--- config.mk ---
export PLATFORM = sky130hd
export DESIGN_NAME = fusion_mac
export DESIGN_NICKNAME = d
export VERILOG_FILES = /design/src/rtl/fusion_mac.sv
export SDC_FILE = /design/constraint.sdc
export NUM_CORES = 1
export LEC_CHECK = 0
export CAP_MARGIN = 20
export CORE_MARGIN = 1
export CORE_UTILIZATION = 65
export DETAILED_ROUTE_END_ITERATION = 16
export PLACE_DENSITY = 0.89
export SLEW_MARGIN = 10
export SYNTH_ARGS = -nofsm -noshare
export SYNTH_HDL_FRONTEND = slang
export SYNTH_SLANG_ARGS = --single-unit
--- constraint.sdc ---
create_clock -name clk -period 9.2 [get_ports clk]
set_input_delay 1.38 -clock clk [delete_from_list [all_inputs] [get_ports clk]]
set_output_delay 1.38 -clock clk [all_outputs]
set_load 0.01 [all_outputs]
--- src/rtl/fusion_mac.sv ---
// rtl/fusion_mac.sv - bit-brick fusion multiply-accumulate with runtime lane widths
//
// Ports:
//   clk, rst_n          clock, synchronous active-low reset
//   in_valid/in_ready   beat handshake for in_data/wt_data and their mode bits
//   in_data, wt_data    packed operand lanes, lane 0 at LSB
//   in_width            input lane width in bits (illegal codes mean DATA_W)
//   weight_width        weight lane width in bits (illegal codes mean DATA_W)
//   s_in, s_weight      lanes are two's complement
//   in_last             final beat of the current dot product
//   out_valid/out_ready result handshake
//   out_data            accumulated result, modulo 2^ACC_W
module fusion_mac #(
  parameter int SLICES = 2,
  parameter int ACC_W  = 24,
  localparam int DATA_W = 2 * SLICES,
  localparam int WC_W   = $clog2(DATA_W) + 1
) (
  input  logic              clk,
  input  logic              rst_n,
  input  logic              in_valid,
  output logic              in_ready,
  input  logic [DATA_W-1:0] in_data,
  input  logic [DATA_W-1:0] wt_data,
  input  logic [WC_W-1:0]   in_width,
  input  logic [WC_W-1:0]   weight_width,
  input  logic              s_in,
  input  logic              s_weight,
  input  logic              in_last,
  output logic              out_valid,
  input  logic              out_ready,
  output logic [ACC_W-1:0]  out_data
);

  localparam int PW = 2 * DATA_W + 2;
  localparam int NB = SLICES * SLICES;

  // Number of 2-bit slices per lane for a width code; anything that is not a
  // power of two in 2..DATA_W falls back to one full-width lane.
  function automatic int slices_per_lane(input logic [WC_W-1:0] code);
    int c;
    c = int'(code);
    if (c >= 2 && c <= DATA_W && (c & (c - 1)) == 0) return c / 2;
    return SLICES;
  endfunction

  logic             s1_valid_q, s1_last_q, s1_sgn_q;
  logic [PW-1:0]    brick_q [NB];
  logic [PW-1:0]    brick_d [NB];
  logic [ACC_W-1:0] acc_q, acc_d;
  logic [ACC_W-1:0] out_data_q, out_data_d;
  logic             out_valid_q, out_valid_d;
  logic             adv;

  assign adv       = !(out_valid_q && !out_ready);
  assign in_ready  = adv;
  assign out_valid = out_valid_q;
  assign out_data  = out_data_q;

  // Brick array: every input slice meets every weight slice. Each slice only
  // knows its position inside its own lane, so lane boundaries fall out of the
  // shift amount and the sum over all bricks equals sum(in lanes)*sum(wt lanes).
  always_comb begin
    int                spl_i, spl_w;
    int                in_pos [SLICES];
    int                wt_pos [SLICES];
    logic signed [2:0] in_sl  [SLICES];
    logic signed [2:0] wt_sl  [SLICES];
    logic signed [5:0] prod;
    spl_i = slices_per_lane(in_width);
    spl_w = slices_per_lane(weight_width);
    prod  = '0;
    for (int k = 0; k < SLICES; k++) begin
      in_pos[k] = k & (spl_i - 1);
      wt_pos[k] = k & (spl_w - 1);
      // Only the top slice of a signed lane carries the sign.
      in_sl[k]  = {s_in && (in_pos[k] == spl_i - 1) && in_data[2*k+1], in_data[2*k +: 2]};
      wt_sl[k]  = {s_weight && (wt_pos[k] == spl_w - 1) && wt_data[2*k+1], wt_data[2*k +: 2]};
    end
    for (int a = 0; a < SLICES; a++) begin
      for (int b = 0; b < SLICES; b++) begin
        prod = in_sl[a] * wt_sl[b];
        brick_d[a*SLICES+b] = PW'(prod) << (2 * (in_pos[a] + wt_pos[b]));
      end
    end
  end

  always_ff @(posedge clk) begin
    if (!rst_n) begin
      s1_valid_q <= 1'b0;
      s1_last_q  <= 1'b0;
      s1_sgn_q   <= 1'b0;
      for (int i = 0; i < NB; i++) brick_q[i] <= '0;
    end else if (adv) begin
      s1_valid_q <= in_valid;
      s1_last_q  <= in_last;
      s1_sgn_q   <= s_in | s_weight;
      brick_q    <= brick_d;
    end
  end

  logic [PW-1:0]    beat_sum;
  logic [ACC_W-1:0] beat_ext, acc_sum;

  always_comb begin
    beat_sum = '0;
    for (int i = 0; i < NB; i++) beat_sum = beat_sum + brick_q[i];
  end

  // Unsigned beats are zero-extended; an extra 0 MSB keeps them positive.
  assign beat_ext = ACC_W'($signed({s1_sgn_q & beat_sum[PW-1], beat_sum}));
  assign acc_sum  = acc_q + beat_ext;

  always_comb begin
    acc_d       = acc_q;
    out_data_d  = out_data_q;
    out_valid_d = out_valid_q;
    if (adv) begin
      if (out_ready) out_valid_d = 1'b0;
      if (s1_valid_q) begin
        if (s1_last_q) begin
          out_data_d  = acc_sum;
          out_valid_d = 1'b1;
          acc_d       = '0;
        end else begin
          acc_d = acc_sum;
        end
      end
    end
  end

  always_ff @(posedge clk) begin
    if (!rst_n) begin
      acc_q       <= '0;
      out_data_q  <= '0;
      out_valid_q <= 1'b0;
    end else begin
      acc_q       <= acc_d;
      out_data_q  <= out_data_d;
      out_valid_q <= out_valid_d;
    end
  end

endmodule

==> summary.txt, run 1 <==
Worst setup path
  • Crit. End Element: flop
  • Critical R2R Launch: brick_q[2]
  • Worst R2R End: out_data[17]
  • Data arrival, critical path: 5.83 ns
  • Buf/Inv on CP: 3
  • Critical Path Fanout Max: 7
  • Startpoint Class: input port
  • Worst reg2reg path depth: 18
  • Max incr delay on CP: ~0.50 ns
  • Crit-path cells: clkdlybuf4s50_1 -> nor2_1 -> nand2_1 -> inv_1 -> ha_1 -> nand3b_1 -> or2_2 -> fa_1 -> inv_1 -> fa_1 -> ha_1 -> fa_1 -> xor2_1 -> xnor2_1 -> nor2_1 -> o32ai_1 -> nor2_1 -> nor3_1
  • CP Class: in2reg
  • WP data required: about 9.5 ns
  • Reg2Reg Setup Slack: around 3.8 ns
  • Slowest CP cell: fa_1
  • CP top delay family: adder cells

Clocking
  • Post-CTS Hold Buffers: 0
  • Total CTS buffers: 9
  • Clock-pin slew on the worst setup and hold paths: 0.09 ns
  • Longest Clk Path Bufs: 2
  • CTS sink cnt: between 80 and 90
  • Later-pin clock latency in the skew report: 0.37 ns
  • Setup bufs post-CTS: 0
  • Cells resized by post-CTS repair: 0
  • TritonCTS clock tree: yes
  • Root buf cell: clkbuf_8
  • H-tree depth: 3

STA
  • Final hold violation count: 0
  • Slew Viols, Final: 0
  • Total Neg Setup Slack: 0 ns
  • RSZ-0062 raised after global routing: no
  • Worst-Margin Slew: 0.687 ns
  • Final clock skew: approximately 0.015 ns
  • Minimum clock period: around 5.5 ns
  • Count of final setup violators: 0
  • F_max: around 180 MHz
  • Slew headroom: between 50% and 60%
  • Final period util: between 60% and 70%

Layout
  • Ratio of cells with drive above 1 in the final layout: 5.06%
  • NumNets Final: 905
  • Synthesis-to-finish area growth: 11.2%
  • Final core occ: between 70% and 80%
  • # fillers: 708
  • Reg area: roughly 1700 sq um
  • Number of diodes: 0
  • Final Instance Count excl. Fillers: 940
  • Final instance area: ~7000 sq um
  • Area occupied by multi-input gates: 4150 sq um

Die
  • Die Footprint: 10100 sq um
  • Row count: 35
  • IO Pins: 47
  • Die W: roughly 100 um
  • Core area: ~9300 sq um
  • DIE HEIGHT: between 100 and 150 um
  • Starting Density: between 60% and 70%

Min path
  • Worst Hold Class: reg2reg
  • Hold Path Cell Cnt: 2
  • Hold Path Sink: brick_q[31]
  • Hold Path Origin: brick_q[31]

Synthesis
  • Sequential share of the synthesized area: around a quarter
  • Count of flip-flops with a built-in enable after synthesis: 0
  • Yosys top cell area share: a little over a quarter
  • Yosys cell types: 56
  • Top cells by area, synth: dfxtp_1, fa_1, ha_1, inv_1, nand2_1
  • Mapped Cells: a little under 800
  • Area leader, netlist: dfxtp_1
  • Syn_nets: 885
  • Yosys Warn Count: 0
  • Post-synth top flop: dfxtp_1
  • Synth Cell Area: between 6000 and 7000 sq um
  • Ys async rst share: 0%
  • Register bit total from synthesis: 84
  • Mapped Avg Cell Area: ~8 sq um

Placed design
  • Dpl cell area: 6820 sq um
  • DP HPWL: about 11000 um
  • Placed insts: between 900 and 1000
  • IO buf count: between 40 and 50
  • GPL Wtd Cong: 0.894

Pwr
  • Leak pwr: ~3.0 nW
  • Peak supply drop: between 0.00006 and 0.00007 V
  • Power Density: 140 nW/um^2

Detailed routing
  • DR vias/cell: between 6 and 7
  • WL per Instance: roughly 16 um
  • Vias: between 5000 and 6000
  • # DRC: 0
  • First-pass DRT Iterations: 5
  • Final antenna-violating net count: 0
  • Post-Route WL: between 15000 and 20000 um
  • Initial DRC Count: approximately 310

Global route
  • Vias in the first global route: between 5000 and 6000
  • First-pass GRT wire length: ~25000 um
  • Tot GR Track Use: a little under a third
  • Pin count of the biggest net entering global routing: 54
  • Overflow after GRT: 0
  • Antenna violations before repair: 0

Job
  • Max cap viols: 0

Outcome
  • Status: complete, no violations
[flip-flops by register name, indices dropped and copies added, names as in the netlist]
| register | count |
|---|---|
| acc_q | 24 |
| out_data | 24 |
| out_valid | 1 |
| s1_valid_q | 1 |
| brick_q | 32 |
| s1_last_q | 1 |
| s1_sgn_q | 1 |
[worst max path at each step]
stage	startpoint	endpoint	slack [ns]	depth (start not counted)
global placement	in_width[1]	brick_q[15]	3.59	16
detailed placement	weight_width[2]	brick_q[5]	3.32	18
CTS	weight_width[2]	brick_q[5]	3.70	18
global route	weight_width[2]	brick_q[5]	3.40	18
floorplan	in_width[0]	brick_q[16]	4.08	16
finish	weight_width[2]	brick_q[5]	3.67	18
[where the power goes]
group / total (W) / internal (W) / switching [W]
clock network: 0.000255 / 0.000114 / 0.000141
registers: 0.000406 / 0.000385 / 0.0000209
logic: 0.000320 / 0.000132 / 0.000188
[metrics by stage]
stage               power [W]  worst slack (ns)  hold slack [ns]
floorplan            0.000649              4.08            0.432
global placement     0.000712              3.59            0.439
detailed placement   0.000728              3.32            0.446
CTS                  0.000978              3.70            0.458
global route          0.00104              3.40            0.476
finish               0.000981              3.67            0.455
[final cells by class]
type	count	share of cell area, %
Clock inverter	4	0.464
Inverter	82	4.39
Sequential cell	84	24.0
Tap cell	129	2.30
Multi-Input combinational cell	575	59.2
Timing Repair Buffer	54	7.43
Clock buffer	12	2.21
[cells in the mapped netlist (2+ instances only)]
| master | number |
|---|---|
| nand4_1 | 15 |
| or3b_2 | 2 |
| nor2_1 | 66 |
| xnor2_1 | 24 |
| a31oi_1 | 6 |
| a21o_1 | 8 |
| nand3_1 | 37 |
| a21oi_1 | 50 |
| nand3b_1 | 9 |
| o311ai_0 | 2 |
| or2_2 | 9 |
| o211ai_1 | 12 |
| a32oi_1 | 6 |
| inv_1 | 81 |
| o21bai_1 | 3 |
| o22ai_1 | 2 |
| buf_1 | 8 |
| xor2_1 | 9 |
| a211oi_1 | 19 |
| nand2_1 | 76 |
| nor2b_1 | 9 |
| ha_1 | 43 |
| a2bb2oi_1 | 2 |
| clkbuf_1 | 37 |
| fa_1 | 35 |
| a22oi_1 | 7 |
| or4_1 | 11 |
| or3_1 | 9 |
| a311o_1 | 2 |
| and2_1 | 10 |
| nor3_1 | 28 |
| o21ai_0 | 16 |
| and3_1 | 6 |
| dfxtp_1 | 84 |
| nor4_1 | 7 |
| mux2i_1 | 9 |
| nand2b_1 | 3 |
| nand4b_1 | 6 |
[metal layers]
layer  part of all wire (%)  track usage, %
met5                      0               0
met3                    4.7            3.68
met1                     42            38.3
met2                     50            55.5
met4                    3.2            13.5
[cell families after synthesis]
logic type      after synthesis  share of synthesized area, %
compound gates              146                          15.1
xor+xnor                     33                          4.59
fa+ha+maj                    78                          19.7
buf+inv                     127                          7.56
flops                        84                          26.7
mux                          10                          1.61
simple gates                308                          24.8
[tightest hold or removal path, cell delays in order (launching register included)]
cell	delay, ns
dfxtp_1	0.32
nand2_1	0.05
a21oi_1	0.05
[cells in the final DEF, fill, tap and decap left out, types with 7 or more instances in the layout]
| master | n |
|---|---|
| nand2_1 | 76 |
| xnor2_1 | 24 |
| a22oi_1 | 7 |
| nor2b_1 | 8 |
| nor3_1 | 28 |
| ha_1 | 43 |
| nor4_1 | 7 |
| nand4_1 | 15 |
| or4_1 | 11 |
| and2_1 | 10 |
| clkbuf_8 | 11 |
| nor2_1 | 66 |
| fa_1 | 35 |
| a21oi_1 | 50 |
| mux2i_1 | 9 |
| dfxtp_1 | 84 |
| o211ai_1 | 12 |
| o21ai_0 | 16 |
| nand3_1 | 37 |
| clkdlybuf4s50_1 | 46 |
| buf_4 | 8 |
| inv_1 | 80 |
| nand3b_1 | 9 |
| or2_2 | 9 |
| a21o_1 | 8 |
| xor2_1 | 9 |
| or3_1 | 9 |
| a211oi_1 | 19 |
No activity file was read; power rests on OpenSTA's default activity.
==> run 2: changes to the inputs <==
Settings changed: CORE_UTILIZATION 65 to 60, PLACE_DENSITY 0.89 to 0.83.
Clock period 9.2 ns to 5.4 ns, I/O delays scaled along.
==> run 2 against run 1 <==
Critical endpoint is now acc_q[22]. Critical path depth increased by 2. Largest cell class unchanged. Final cell count up 1.1%. First-iteration DRC count rose by 3.5%. Largest power group unchanged. Power grew 76%. Flip-flop and latch count is the same.
==> summary.txt, run 2 (synthesis results as in run 1) <==
Worst setup path
  • Crit. End Element: flop (unchanged)
  • Slowest CP cell: fa_1 (unchanged)
  • CP Class: reg2reg (was in2reg)
  • CP top delay family: adder cells (unchanged)
  • Worst R2R End: acc_q[22] (was out_data[17])
  • Buf/Inv on CP: 3 (unchanged)
  • Critical R2R Launch: brick_q[1] (was brick_q[2])
  • Max incr delay on CP: 0.56 ns (was 0.50 ns)
  • Data arrival, critical path: 5.45 ns (was 5.83 ns)
  • Critical Path Fanout Max: 8 (was 7)
  • Worst reg2reg path depth: 20 (was 18)
  • Startpoint Class: flop (was input port)
  • Crit-path cells: inv_1 -> fa_1 -> fa_1 -> inv_1 -> ha_1 -> inv_1 -> fa_1 -> nor2b_2 -> o2111ai_1 -> nand2_1 -> nor2_1 -> xnor2_1 -> ha_1 -> or4_4 -> or2_2 -> a41o_2 -> a21oi_1 -> o2bb2ai_1 -> or3b_2 -> a31oi_1 (was clkdlybuf4s50_1 -> nor2_1 -> nand2_1 -> inv_1 -> ha_1 -> nand3b_1 -> or2_2 -> fa_1 -> inv_1 -> fa_1 -> ha_1 -> fa_1 -> xor2_1 -> xnor2_1 -> nor2_1 -> o32ai_1 -> nor2_1 -> nor3_1)
  • Reg2Reg Setup Slack: 0.24 ns (was 3.75 ns)
  • WP data required: 5.70 ns (was 9.50 ns)

Clocking
  • Root buf cell: clkbuf_8 (unchanged)
  • Later-pin clock latency in the skew report: 0.37 ns (about the same)
  • Total CTS buffers: 9 (unchanged)
  • Longest Clk Path Bufs: 2 (unchanged)
  • CTS sink cnt: 84 (unchanged)
  • H-tree depth: 3 (unchanged)
  • TritonCTS clock tree: yes (unchanged)
  • Clock-pin slew on the worst setup and hold paths: 0.09 ns (about the same)
  • Post-CTS Hold Buffers: 0 (unchanged)

Layout
  • Commonest non-fill, non-tap cell in the layout: dfxtp_1 (unchanged)
  • NumNets Final: 908 (was 905)
  • Synthesis-to-finish area growth: 12.4% (was 11.2%)
  • Final instance area: 7080 sq um (was 7010 sq um)
  • Number of diodes: 0 (unchanged)
  • Max reg flops: 32 (unchanged)
  • Largest Register: brick_q (unchanged)
  • # fillers: 838 (was 708)
  • Final Instance Count excl. Fillers: 950 (was 940)
  • Commonest non-fill, non-tap cells in the layout: dfxtp_1, inv_1, nand2_1 (unchanged)
  • Ratio of cells with drive above 1 in the final layout: 6.14% (was 5.06%)

Die
  • Core area: 10200 sq um (was 9330 sq um)
  • Row count: 37 (was 35)
  • Die W: 104 um (was 100 um)
  • Die Footprint: 10900 sq um (was 10100 sq um)
  • Starting Density: 61.6% (was 67.6%)
  • DIE HEIGHT: 104 um (was 100 um)
  • IO Pins: 47 (unchanged)

STA
  • Minimum clock period: 5.16 ns
  • Slew Viols, Final: 0 (unchanged)
  • Final period util: a little over nine tenths
  • Worst-Margin Slew: 1.04 ns (was 0.687 ns)
  • Slew headroom: 30.8% (was 54.2%)
  • Final hold violation count: 0 (unchanged)
  • F_max: 194 MHz
  • Count of final setup violators: 0 (unchanged)
  • Total Neg Setup Slack: 0 ns (unchanged)
  • Final clock skew: 0.0125 ns (was 0.0147 ns)
  • Hold_ws: 0.455 ns (about the same)

Placed design
  • IO buf count: 46 (unchanged)
  • DP HPWL: 11100 um (about the same)
  • Placed insts: 932 (was 924)
  • Dpl cell area: 6830 sq um (was 6820 sq um)
  • GPL Wtd Cong: 0.897 (was 0.894)

Pwr
  • Leak pwr: 3.03 nW (was 2.99 nW)
  • Peak supply drop: 0.000149 V (was 0.0000673 V)
  • Power Density: 244 nW/um^2 (was 140 nW/um^2)

Detailed routing
  • First-pass DRT Iterations: 5 (unchanged)
  • # DRC: 0 (unchanged)
  • Initial DRC Count: 325 (was 314)
  • WL per Instance: 15.6 um (was 16.0 um)
  • Final antenna-violating net count: 0 (unchanged)
  • Post-Route WL: 14800 um (was 15100 um)
  • Vias: 5643 (was 5654)
  • DR vias/cell: 5.94 (was 6.01)

Min path
  • Hold Path Cell Cnt: 2 (unchanged)
  • Worst Hold Class: reg2reg (unchanged)
  • Hold Path Sink: out_data[4] (was brick_q[31])
  • Hold Path Origin: out_data[4] (was brick_q[31])

Job
  • Max cap viols: 0 (unchanged)

Global route
  • Antenna violations before repair: 0 (unchanged)
  • Vias in the first global route: 5439 (was 5386)
  • Overflow after GRT: 0 (unchanged)
  • First-pass GRT wire length: 25000 um (was 25100 um)
  • Tot GR Track Use: 28.3% (was 31.3%)
  • Pin count of the biggest net entering global routing: 50 (was 54)

Outcome
  • Status: complete, no violations (unchanged)
[run 2: worst max path at each step]
stage	from	end	slack (ns)	cells past startpoint
6_report	brick_q[1]	acc_q[22]	0.24	20
5_1_grt	brick_q[1]	out_data[17]	-0.01	20
4_1_cts	brick_q[1]	out_data[17]	0.16	20
3_5_place_dp	in_width[1]	brick_q[5]	0.13	16
3_3_place_gp	brick_q[1]	out_data[17]	0.30	20
2_1_floorplan	brick_q[2]	out_data[17]	0.45	18
[run 2: per-layer routing]
| metal | GRT usage (%) | vias up | share of wire (%) |
|---|---|---|---|
| met1 | 33.6 | 2665 | 42 |
| met2 | 50.9 | 176 | 51 |
| li1 | - | 2773 | - |
| met3 | 4.14 | 29 | 4.4 |
| met5 | 0 | - | 0 |
| met4 | 11.2 | 0 | 2.3 |
[run 2: timing repair]
action / CTS / global route
endpoints found under the setup margin: 0 / 9
setup buffers: 0 / 2
gates resized for setup: 0 / 5
[run 2: metrics by stage]
stage / utilization [%] / setup WS [ns] / power [W]
global placement: 66.8 / 0.299 / 0.00122
CTS: 68.9 / 0.164 / 0.00171
global route: 69.2 / -0.0125 / 0.00182
finish: 69.2 / 0.244 / 0.00173
detailed placement: 66.8 / 0.129 / 0.00125
floorplan: - / 0.452 / 0.00111
[run 2: area by class of cell]
class	instances	area (sq um)	area share, %
multi-input cells	575	4170	58.8
inverters	82	312	4.40
repair buffers	57	543	7.67
well taps	136	170	2.40
clock buffers	10	138	1.94
clock inverters	6	72.6	1.02
flip-flops and latches	84	1680	23.7
[run 2: worst reg2reg max path, cell delays in order, from the launching register on]
cell and delay (ns):
dfxtp_1 0.36, inv_1 0.07, fa_1 0.56, fa_1 0.41, inv_1 0.06, ha_1 0.17, inv_1 0.06, fa_1 0.42
nor2b_2 0.15, o2111ai_1 0.16, nand2_1 0.11, nor2_1 0.05, xnor2_1 0.14, ha_1 0.22, or4_4 0.51, or2_2 0.32
a41o_2 0.35, a21oi_1 0.15, o2bb2ai_1 0.13, or3b_2 0.50, a31oi_1 0.18
[run 2: power by group]
group          internal [W]  switching (W)
Clock              0.000230       0.000243
Combinational      0.000233       0.000329
Sequential         0.000656      0.0000364
==> run 3: changes to the inputs <==
Settings changed: GPL_TIMING_DRIVEN set to 0, SLEW_MARGIN 10 to not set.
==> run 3 against run 2 <==
Global-route usage rose by 5.3 points. Clock skew barely moved. Hold slack improved by 0.0025 ns. Sequential power fell by 1%. Sequential share of layout area fell by 0.46 points. Critical path depth did not move. Cell area rose by 2.0%. Clock-buffer cell count rose by 3. Flip-flop and latch count did not move. Routed wire length rose by 22%.
==> summary.txt, run 3 (synthesis results as in run 1) <==
Die
  • Die W: 104 um (unchanged)
  • Row count: 37 (unchanged)
  • Die Footprint: 10900 sq um (unchanged)
  • DIE HEIGHT: 104 um (unchanged)
  • Starting Density: 61.6% (unchanged)
  • Core area: 10200 sq um (unchanged)
  • IO Pins: 47 (unchanged)

Worst setup path
  • Worst reg2reg path depth: 20 (unchanged)
  • Critical R2R Launch: brick_q[1] (unchanged)
  • CP Class: reg2reg (unchanged)
  • CP startpoint: brick_q[1] (unchanged)
  • Critical Path Fanout Max: 4 (was 8)
  • Data arrival, critical path: 5.49 ns (was 5.45 ns)
  • CP Capture Point: out_data[17] (was acc_q[22])
  • Crit. End Element: flop (unchanged)
  • Reg2Reg Setup Slack: 0.24 ns (about the same)
  • Worst R2R End: out_data[17] (was acc_q[22])
  • WP data required: 5.72 ns (was 5.70 ns)
  • Startpoint Class: flop (unchanged)

Clocking
  • Total CTS buffers: 9 (unchanged)
  • TritonCTS clock tree: yes (unchanged)
  • Longest Clk Path Bufs: 2 (unchanged)
  • H-tree depth: 3 (unchanged)
  • Root buf cell: clkbuf_8 (unchanged)
  • Later-pin clock latency in the skew report: 0.38 ns (was 0.37 ns)
  • CTS sink cnt: 84 (unchanged)
  • Post-CTS Hold Buffers: 0 (unchanged)
  • Clock-pin slew on the worst setup and hold paths: 0.08 ns (was 0.09 ns)

STA
  • Slew Viols, Final: 0 (unchanged)
  • RSZ-0062 raised after global routing: no
  • Total Neg Setup Slack: 0 ns (unchanged)
  • Worst-Margin Slew: 0.812 ns (was 1.04 ns)
  • Minimum clock period: 5.16 ns (about the same)
  • Hold_ws: 0.458 ns (was 0.455 ns)
  • Final clock skew: 0.0124 ns (was 0.0125 ns)
  • Final hold violation count: 0 (unchanged)
  • Count of final setup violators: 0 (unchanged)
  • Slew headroom: 45.9% (was 30.8%)
  • F_max: 194 MHz (about the same)
  • Final period util: 95.6% (was 95.5%)

Detailed routing
  • # DRC: 0 (unchanged)
  • Initial DRC Count: 371 (was 325)
  • DR vias/cell: 6.09 (was 5.94)
  • Final antenna-violating net count: 0 (unchanged)
  • Post-Route WL: 18100 um (was 14800 um)
  • First-pass DRT Iterations: 7 (was 5)
  • Vias: 6013 (was 5643)
  • WL per Instance: 18.3 um (was 15.6 um)

Layout
  • Synthesis-to-finish area growth: 14.6% (was 12.4%)
  • Max reg flops: 32 (unchanged)
  • Number of diodes: 0 (unchanged)
  • Ratio of cells with drive above 1 in the final layout: 5.87% (was 6.14%)
  • NumNets Final: 946 (was 908)
  • Commonest non-fill, non-tap cells in the layout: dfxtp_1, inv_1, nand2_1 (unchanged)
  • Largest Register: brick_q (unchanged)
  • Commonest non-fill, non-tap cell in the layout: dfxtp_1 (unchanged)

Pwr
  • Peak supply drop: 0.000119 V (was 0.000149 V)
  • Leak pwr: 3.03 nW (about the same)
  • Power Density: 241 nW/um^2 (was 244 nW/um^2)
  • Total Power: 0.00174 W (was 0.00173 W)

Global route
  • Tot GR Track Use: 33.6% (was 28.3%)
  • Overflow after GRT: 0 (unchanged)
  • Vias in the first global route: 5918 (was 5439)
  • Antenna violations before repair: 0 (unchanged)
  • Pin count of the biggest net entering global routing: 14 (was 50)
  • First-pass GRT wire length: 28800 um (was 25000 um)

Job
  • Max cap viols: 0 (unchanged)

Min path
  • Worst Hold Class: reg2reg (unchanged)

Placed design
  • GPL Wtd Cong: 0.938 (was 0.897)
  • IO buf count: 46 (unchanged)
  • DP HPWL: 13600 um (was 11100 um)

Outcome
  • Status: complete, no violations (unchanged)
run 3: worst min path at each step:
stage	from	to	cells after the start
floorplan	brick_q[31]	brick_q[31]	2
global placement	brick_q[11]	brick_q[11]	2
detailed placement	brick_q[6]	brick_q[6]	2
CTS	brick_q[6]	brick_q[6]	2
global route	brick_q[6]	brick_q[6]	2
finish	brick_q[6]	brick_q[6]	2
run 3: cell type report:
cell class | instances | area, sq um
sequential | 84 | 1680
buffer | 45 | 169
clock inverter | 3 | 20.0
tap | 136 | 170
clock buffer | 13 | 169
inverter | 82 | 312
fill | 830 | 3010
multi-input combinational | 576 | 4220
timing repair buffer | 49 | 483
run 3: power by group:
part	switching, W	total [W]	internal (W)
clock	0.000240	0.000445	0.000204
combinational	0.000371	0.000612	0.000241
sequential	0.0000261	0.000682	0.000656
run 3: per-layer routing:
| metal | track usage (%) | vias up | share of wire, % |
|---|---|---|---|
| met1 | 38.1 | 2864 | 39 |
| met3 | 4.64 | 56 | 5.8 |
| li1 | - | 2851 | - |
| met4 | 23.0 | 0 | 4.9 |
| met5 | 0 | - | 0 |
| met2 | 58.3 | 242 | 50 |
run 3: worst max-delay path: stages (launching register included):
cell       delay (ns)
dfxtp_1          0.35
inv_1            0.07
fa_1             0.58
fa_1             0.42
inv_1            0.07
ha_1             0.17
inv_1            0.06
fa_2             0.36
nor2b_2          0.14
o2111ai_1        0.16
nand2_1          0.11
nor2_1           0.05
xnor2_1          0.13
ha_1             0.24
or4_4            0.52
nor4_4           0.24
o21ai_2          0.15
or3_1            0.35
o32a_1           0.35
or4_1            0.49
nand3_1          0.09
run 3: through the flow:
step	utilization, %	worst slack (ns)	std cells	area (sq um)
6_report	70.6	0.235	988	7220
5_1_grt	70.6	0.00266	988	7220
4_1_cts	69.6	0.00558	984	7120
3_5_place_dp	67.8	-0.0774	968	6930
3_3_place_gp	67.8	0.0376	968	6930
2_1_floorplan	-	0.452	786	6300
run 3: repair_timing:
item | CTS | global route
gates resized for setup | 0 | 17
setup buffers | 0 | 3
endpoints found under the setup margin | 0 | 23
